<file path="config.mk">
export PLATFORM = sky130hd
export DESIGN_NAME = reg16_bypass
export DESIGN_NICKNAME = d
export VERILOG_FILES = /design/src/rtl/reg16_bypass.sv
export SDC_FILE = /design/constraint.sdc
export NUM_CORES = 1
export LEC_CHECK = 0
export ABC_AREA = 1
export CORE_ASPECT_RATIO = 0.8
export CORE_MARGIN = 10
export CORE_UTILIZATION = 44
export DETAILED_ROUTE_END_ITERATION = 12
export PLACE_DENSITY = 0.78
export RECOVER_POWER = 100
export SLEW_MARGIN = 5
export SYNTH_ARGS = -nofsm -noshare
export SYNTH_HDL_FRONTEND = slang
export SYNTH_SLANG_ARGS = --single-unit
export TNS_END_PERCENT = 100
</file>
<file path="constraint.sdc">
create_clock -name clk -period 0.9 [get_ports clk]
set_input_delay 0.18 -clock clk [delete_from_list [all_inputs] [get_ports clk]]
set_output_delay 0.18 -clock clk [all_outputs]
set_load 0.1 [all_outputs]
</file>
<file path="src/rtl/reg16_bypass.sv">
// Word-wide storage register with write-through bypass; the state element of
// the program counter. A write is visible on dout in the same cycle it is presented.
module reg16_bypass #(
  parameter int unsigned           WIDTH       = 16,
  parameter logic [WIDTH-1:0]      RESET_VALUE = {WIDTH{1'b0}}
) (
  input  logic             clk,
  input  logic             rst_n,
  input  logic [WIDTH-1:0] din,
  input  logic             cs,
  input  logic             w,
  output logic [WIDTH-1:0] dout
);

  logic             we_s;
  logic [WIDTH-1:0] q_d;
  logic [WIDTH-1:0] q_q;
  logic [WIDTH-1:0] dout_s;

  // Write enable: the strobe only counts while the block is selected.
  always_comb begin
    we_s = cs & w;
  end

  // Next-state for the storage; an unknown enable falls to the hold branch.
  always_comb begin
    q_d = q_q;
    if (we_s) begin
      q_d = din;
    end else begin
      q_d = q_q;
    end
  end

  // Storage flops with asynchronous reset.
  always_ff @(posedge clk or negedge rst_n) begin
    if (!rst_n) begin
      q_q <= RESET_VALUE;
    end else begin
      q_q <= q_d;
    end
  end

  // Output select: reset value during reset, incoming word while writing,
  // otherwise the stored word.
  always_comb begin
    dout_s = q_q;
    if (!rst_n) begin
      dout_s = RESET_VALUE;
    end else if (we_s) begin
      dout_s = din;
    end else begin
      dout_s = q_q;
    end
  end

  assign dout = dout_s;

endmodule

</file>
==> run_results.csv, run 1 <==
group,metric,value,unit
min_path,hold_class,"in -> reg",
logic_synthesis,yosys_most_used_dff,"dfrtp_1",
placed_design,portBuffers,35,
logic_synthesis,synthMostInstantiatedCell,"inv_1",
clock_tree,cts_buffers,3,
global_route,grt_pass1_wl,5.75,mm
setup_path,rrSetupSlack,0.01,ns
final_layout,synthToLayoutAreaGrowth,92.7,%
min_path,hold_end,"q_q[10]",
logic_synthesis,syn_inst,136,
placed_design,place_congestion,0.763,
sta,holdWs,0.365,ns
global_route,grt_pass1_vias,1165,
global_route,grt_max_degree,17,
sta,rsz0062_at_grt,"true",
clock_tree,cts.sinks,16,
sta,fin_crit_sh,1.53,
clock_tree,cts_buffer_depth,2,
final_layout,fillers,82,
min_path,hold_start,"din[10]",
routing,postRouteWirelength,3.91,mm
setup_path,path_class,"reg -> out",
power,intPower,1.69,mW
logic_synthesis,synth_commonest_cells,"inv_1 (49), nand2_2 (18), dfrtp_1 (16), nand3_1 (16), nand2_1 (12)",
status,violations,"negative setup slack",
logic_synthesis,netlist_area,0.00101,mm2
placed_design,hpwl,2.05,mm
logic_synthesis,ys_warn_count,0,
clock_tree,htree_levels,1,
routing,wire_per_inst,18.3,um
final_layout,diodes,0,
routing,drt.antenna.violating_nets,0,
power,vdd_drop_max,1.64,mV
sta,skew,0,ns
clock_tree,clk_pin_slew,0.10,ns
status,outcome,"finished, violations left",
power,power_leakage,1.03,nW
logic_synthesis,async_flop_share,1.00,
clock_tree,cts_tree,"done",
final_layout,top_regs,"q_q x16",
die,io_pins,36,
final_layout,largest_reg_flops,16,
sta,min_period,1.38,ns
sta,slew_headroom,0.756,
sta,worstMarginPinSlew,0.366,ns
routing,dr_total_vias,1031,
job,maxCapViolCount,0,
power,finalPower,3.03,mW
die,dieWidth,73.6,um
logic_synthesis,synth_top_area_cell,"dfrtp_1",
logic_synthesis,synth_seq_area_share,0.396,
global_route,grt-ovfl-total,0,
setup_path,worstReg2RegStart,"q_q[1]",
die,die_h,62.9,um
sta,layout_setup_ws,-0.481,ns
global_route,grt_usage,0.159,
setup_path,reg2reg_depth,5,
placed_design,place_ws,-0.766,ns
logic_synthesis,synth_seq_cells,16,
min_path,holdPathStages,5,
routing,drt_iter0_markers,57,
logic_synthesis,syn-num-nets,156,
power,pwr-share-seq,0.280,
setup_path,crit-reg2reg-capture,"q_q[1]",
setup_path,crit_path_end_kind,"output port",
setup_path,required,0.72,ns
die,start_util,0.465,
final_layout,final_nets,210,
logic_synthesis,synth.top_cell.area_share,0.396,
logic_synthesis,ys_top_cells_by_area,"dfrtp_1 (40%), inv_1 (18%), nand2_2 (11%), nand3_1 (7.9%), nor2_2 (6.2%)",
final_layout,regMostFlops,"q_q",
power,power_frac_comb,0.553,
power,swShare,0.443,
die,rows,15,
final_layout,drive_above_1_share,0.603,
power,power.share.clock,0.167,
logic_synthesis,synth-edff-count,0,
logic_synthesis,yosysUniqueCellTypes,13,
clock_tree,root_buffer,"clkbuf_4",
setup_path,crit_arrival,1.20,ns
routing,firstDrtPassIters,4,
sta,setup-violations-final,16,
power,p_sw,1.34,mW
clock_tree,clk-insertion-delay-late,0.30,ns
sta,fmax,0.724,GHz
die,die_area,0.00463,mm2
routing,drc,0,
power,power_density,1550,mW/mm2
routing,post_drt_via_cell_ratio,4.82,
setup_path,path_max_fanout,2,
logic_synthesis,synth_area_per_cell,7.44,um2
sta,finalHoldViolations,0,
sta,drv_slew,0,
die,core,0.00218,mm2
global_route,antenna_found_initial,0,
setup_path,cp-start-kind,"register",
## critical path, cell delays in order (launching register included)
cell and delay, ns:
dfrtp_1 0.37, inv_1 0.06, nand2_1 0.07, nand2_2 0.09, nor2_4 0.12, buf_12 0.18
## layer usage
metal | vias to the layer above | track usage | routed length (um)
li1 | 478 | - | -
met5 | - | 0 | 0
met4 | 0 | 0.0488 | 133
met1 | 497 | 0.172 | 1500
met2 | 41 | 0.278 | 2010
met3 | 15 | 0.0556 | 269
## timing repair
action / CTS / global route
gates cloned: 1 / 0
endpoints found under the hold margin: 16 / 0
pin swaps: 29 / 6
endpoints found under the setup margin: 32 / 18
resized for setup: 37 / 22
hold buffers: 1 / 0
buffers inserted: 10 / 1
## metrics by stage
step | setup TNS (ns) | instance area (um2) | util | std cells
floorplan | -5.52 | 1160 | - | 136
global placement | -19.38 | 1680 | 0.772 | 198
detailed placement | -20.12 | 1680 | 0.772 | 198
CTS | -6.05 | 1890 | 0.870 | 214
global route | -7.46 | 1950 | 0.896 | 214
finish | -6.62 | 1950 | 0.896 | 214
## worst max-delay path by stage
stage / from / endpoint / slack [ns] / depth (start not counted)
floorplan: cs / dout[11] / -0.39 / 6
CTS: q_q[8] / dout[8] / -0.39 / 5
global route: q_q[14] / dout[14] / -0.50 / 5
detailed placement: w / dout[1] / -0.77 / 6
global placement: w / dout[14] / -0.74 / 6
finish: q_q[14] / dout[14] / -0.48 / 5
## power by group through the flow
stage	Combinational, mW	Sequential [mW]	Clock [mW]
after floorplan	0.991	0.838	0
after global placement	1.44	0.840	0
after detailed placement	1.46	0.846	0
after CTS	1.59	0.837	0.486
after global routing	1.75	0.854	0.528
final	1.68	0.847	0.505
## layout by cell type, fill, tap and decap left out, drive strengths merged
cell	n
inv	49
dlygate4sd3	1
clkdlybuf4s50	5
buf	34
nand3	16
clkbuf	4
clkdlybuf4s15	3
dfrtp	16
bufbuf	1
nand2	33
dlymetal6s2s	2
nor2	16
dlygate4sd2	9
## final cells by class
class | instances | area (um2) | area share
clock buffer | 4 | 36.3 | 0.0186
inverter | 49 | 184 | 0.0943
multi-input combinational | 65 | 593 | 0.304
sequential | 16 | 400 | 0.205
tap | 25 | 31.3 | 0.0160
timing repair buffer | 55 | 706 | 0.362
## kinds of logic after synthesis
group                  synth area share
buffers and inverters             0.244
AND/OR/NAND/NOR                   0.361
flip-flops                        0.396
Power figures use the tool's default switching activity.
==> run 2, diff against run 1 <==
--- a/config.mk
+++ b/config.mk
@@ -6,9 +6,11 @@
 export NUM_CORES = 1
 export LEC_CHECK = 0
 export ABC_AREA = 1
+export CELL_PAD_IN_SITES_DETAIL_PLACEMENT = 0
+export CELL_PAD_IN_SITES_GLOBAL_PLACEMENT = 1
 export CORE_ASPECT_RATIO = 0.8
 export CORE_MARGIN = 10
-export CORE_UTILIZATION = 44
+export CORE_UTILIZATION = 31
 export DETAILED_ROUTE_END_ITERATION = 12
 export PLACE_DENSITY = 0.78
 export RECOVER_POWER = 100
==> run_results.csv, run 2 (synthesis gave the netlist of run 1 again) <==
group,metric,value,unit
final_layout,fin_area,0.00203,mm2
clock_tree,cts_buffers,3,
clock_tree,cts.sinks,16,
final_layout,largest_reg_flops,16,
setup_path,path_class,"reg -> out",
sta,fmax,0.806,GHz
routing,post_drt_via_cell_ratio,4.19,
clock_tree,root_buffer,"clkbuf_8",
placed_design,place_congestion,0.667,
routing,wire_per_inst,13.1,um
routing,firstDrtPassIters,4,
placed_design,postPlaceCellArea,0.00174,mm2
placed_design,placed_cells,215,
sta,rsz0062_at_grt,"true",
power,power_density,1480,mW/mm2
die,io_pins,36,
sta,min_period,1.24,ns
status,violations,"negative setup slack",
setup_path,cp-start-kind,"register",
global_route,grt_pass1_wl,5.22,mm
die,core,0.00311,mm2
sta,drv_slew,0,
final_layout,final_cell_mix,"inv_1 (39), nand2_2 (22), buf_12 (22)",
clock_tree,clk-insertion-delay-late,0.24,ns
clock_tree,cts_buffer_depth,2,
setup_path,required,0.72,ns
routing,drt.antenna.violating_nets,0,
global_route,grt_usage,0.105,
routing,dr_total_vias,971,
setup_path,crit_path_end_kind,"output port",
final_layout,regMostFlops,"q_q",
sta,layout_setup_ws,-0.341,ns
clock_tree,clk_pin_slew,0.06,ns
sta,finalHoldViolations,0,
final_layout,final_cells,232,
final_layout,synthToLayoutAreaGrowth,101,%
status,outcome,"finished, violations left",
die,die_area,0.00597,mm2
placed_design,portBuffers,35,
global_route,antenna_found_initial,0,
final_layout,drive_above_1_share,0.594,
die,rows,18,
sta,holdWs,0.135,ns
final_layout,fillers,246,
clock_tree,cts_tree,"done",
routing,drt_iter0_markers,25,
final_layout,top_regs,"q_q x16",
placed_design,place_ws,-0.757,ns
placed_design,hpwl,2.03,mm
setup_path,crit_arrival,1.06,ns
clock_tree,htree_levels,1,
final_layout,diodes,0,
min_path,hold_class,"in -> async",
die,dieWidth,83.9,um
die,start_util,0.326,
sta,worstMarginPinSlew,0.396,ns
sta,skew,0,ns
routing,drc,0,
power,power_leakage,1.06,nW
sta,setup-violations-final,16,
routing,postRouteWirelength,3.05,mm
die,die_h,71.1,um
global_route,grt_max_degree,17,
sta,fin_crit_sh,1.38,
job,maxCapViolCount,0,
final_layout,final_nets,214,
setup_path,path_max_fanout,2,
global_route,grt-ovfl-total,0,
power,vdd_drop_max,0.943,mV
sta,slew_headroom,0.736,
final_layout,final_common_cell,"inv_1",
setup_path,reg2reg_depth,6,
global_route,grt_pass1_vias,1086,
[run 2: changes by cell type in the layout (fill, tap and decap cells not counted), sizes merged]
cell,before,now
clkdlybuf4s50,5,0
dlymetal6s2s,2,0
dlygate4sd3,1,0
buf,34,40
clkdlybuf4s15,3,0
dlygate4sd2,9,17
bufbuf,1,0
nand2,33,34
[run 2: path summary, 6_finish.rpt]
| check | slack, ns | endpoint | from |
|---|---|---|---|
| min reg2reg | 0.57 | q_q[9] | q_q[9] |
| max reg2reg | 0.01 | q_q[2] | q_q[2] |
| min | 0.13 | q_q[0] | rst_n |
| min in group clk | 0.39 | q_q[6] | din[6] |
| max in group asynchronous | 0.49 | q_q[5] | rst_n |
| max | -0.34 | dout[3] | q_q[3] |
[run 2: timing repair]
item                                    in CTS  in global routing
endpoints found under the setup margin      32                 19
hold buffers                                 0                  0
buffers inserted                            14                  3
pin swaps                                   46                  6
resized for setup                           53                 18
gates cloned                                 2                  0
[run 2: worst max-delay path: stages (launching register included)]
cell     delay [ns]
dfrtp_1        0.36
inv_2          0.04
nand2_2        0.06
nand2_2        0.07
nor2_4         0.10
buf_12         0.18
[run 2: metrics by stage]
stage	TNS [ns]	power (mW)	utilization
floorplan	-5.52	1.83	-
finish	-4.96	3.00	0.654
global placement	-18.92	2.32	0.560
CTS	-5.27	3.01	0.657
detailed placement	-19.80	2.33	0.560
global route	-5.89	3.15	0.654
[run 2: power breakdown]
group / total [mW] / switching [mW] / internal (mW)
registers: 0.841 / 0.0315 / 0.809
logic: 1.65 / 0.999 / 0.650
clock network: 0.510 / 0.215 / 0.296
[run 2: metal layers]
layer | track usage | wire length (um) | up-vias
li1 | - | - | 487
met1 | 0.108 | 1160 | 468
met3 | 0.0286 | 104 | 2
met2 | 0.204 | 1760 | 14
met5 | 0 | 0 | -
met4 | 0.0278 | 23 | 0
[run 2: layout make-up]
type	count	area, um2	area share
clock buffers	3	41.3	0.0203
inverters	49	184	0.0905
well taps	40	50.0	0.0246
repair buffers	58	759	0.374
multi-input cells	66	598	0.294
flip-flops and latches	16	400	0.197
==> run 3, diff against run 2 <==
--- a/config.mk
+++ b/config.mk
@@ -11,6 +11,7 @@
 export CORE_ASPECT_RATIO = 0.8
 export CORE_MARGIN = 10
 export CORE_UTILIZATION = 31
+export CTS_CLUSTER_DIAMETER = 60
 export DETAILED_ROUTE_END_ITERATION = 12
 export PLACE_DENSITY = 0.78
 export RECOVER_POWER = 100
==> results of run 3 <==
No change in the layout: final DEF, timing and power equal those of run 2.
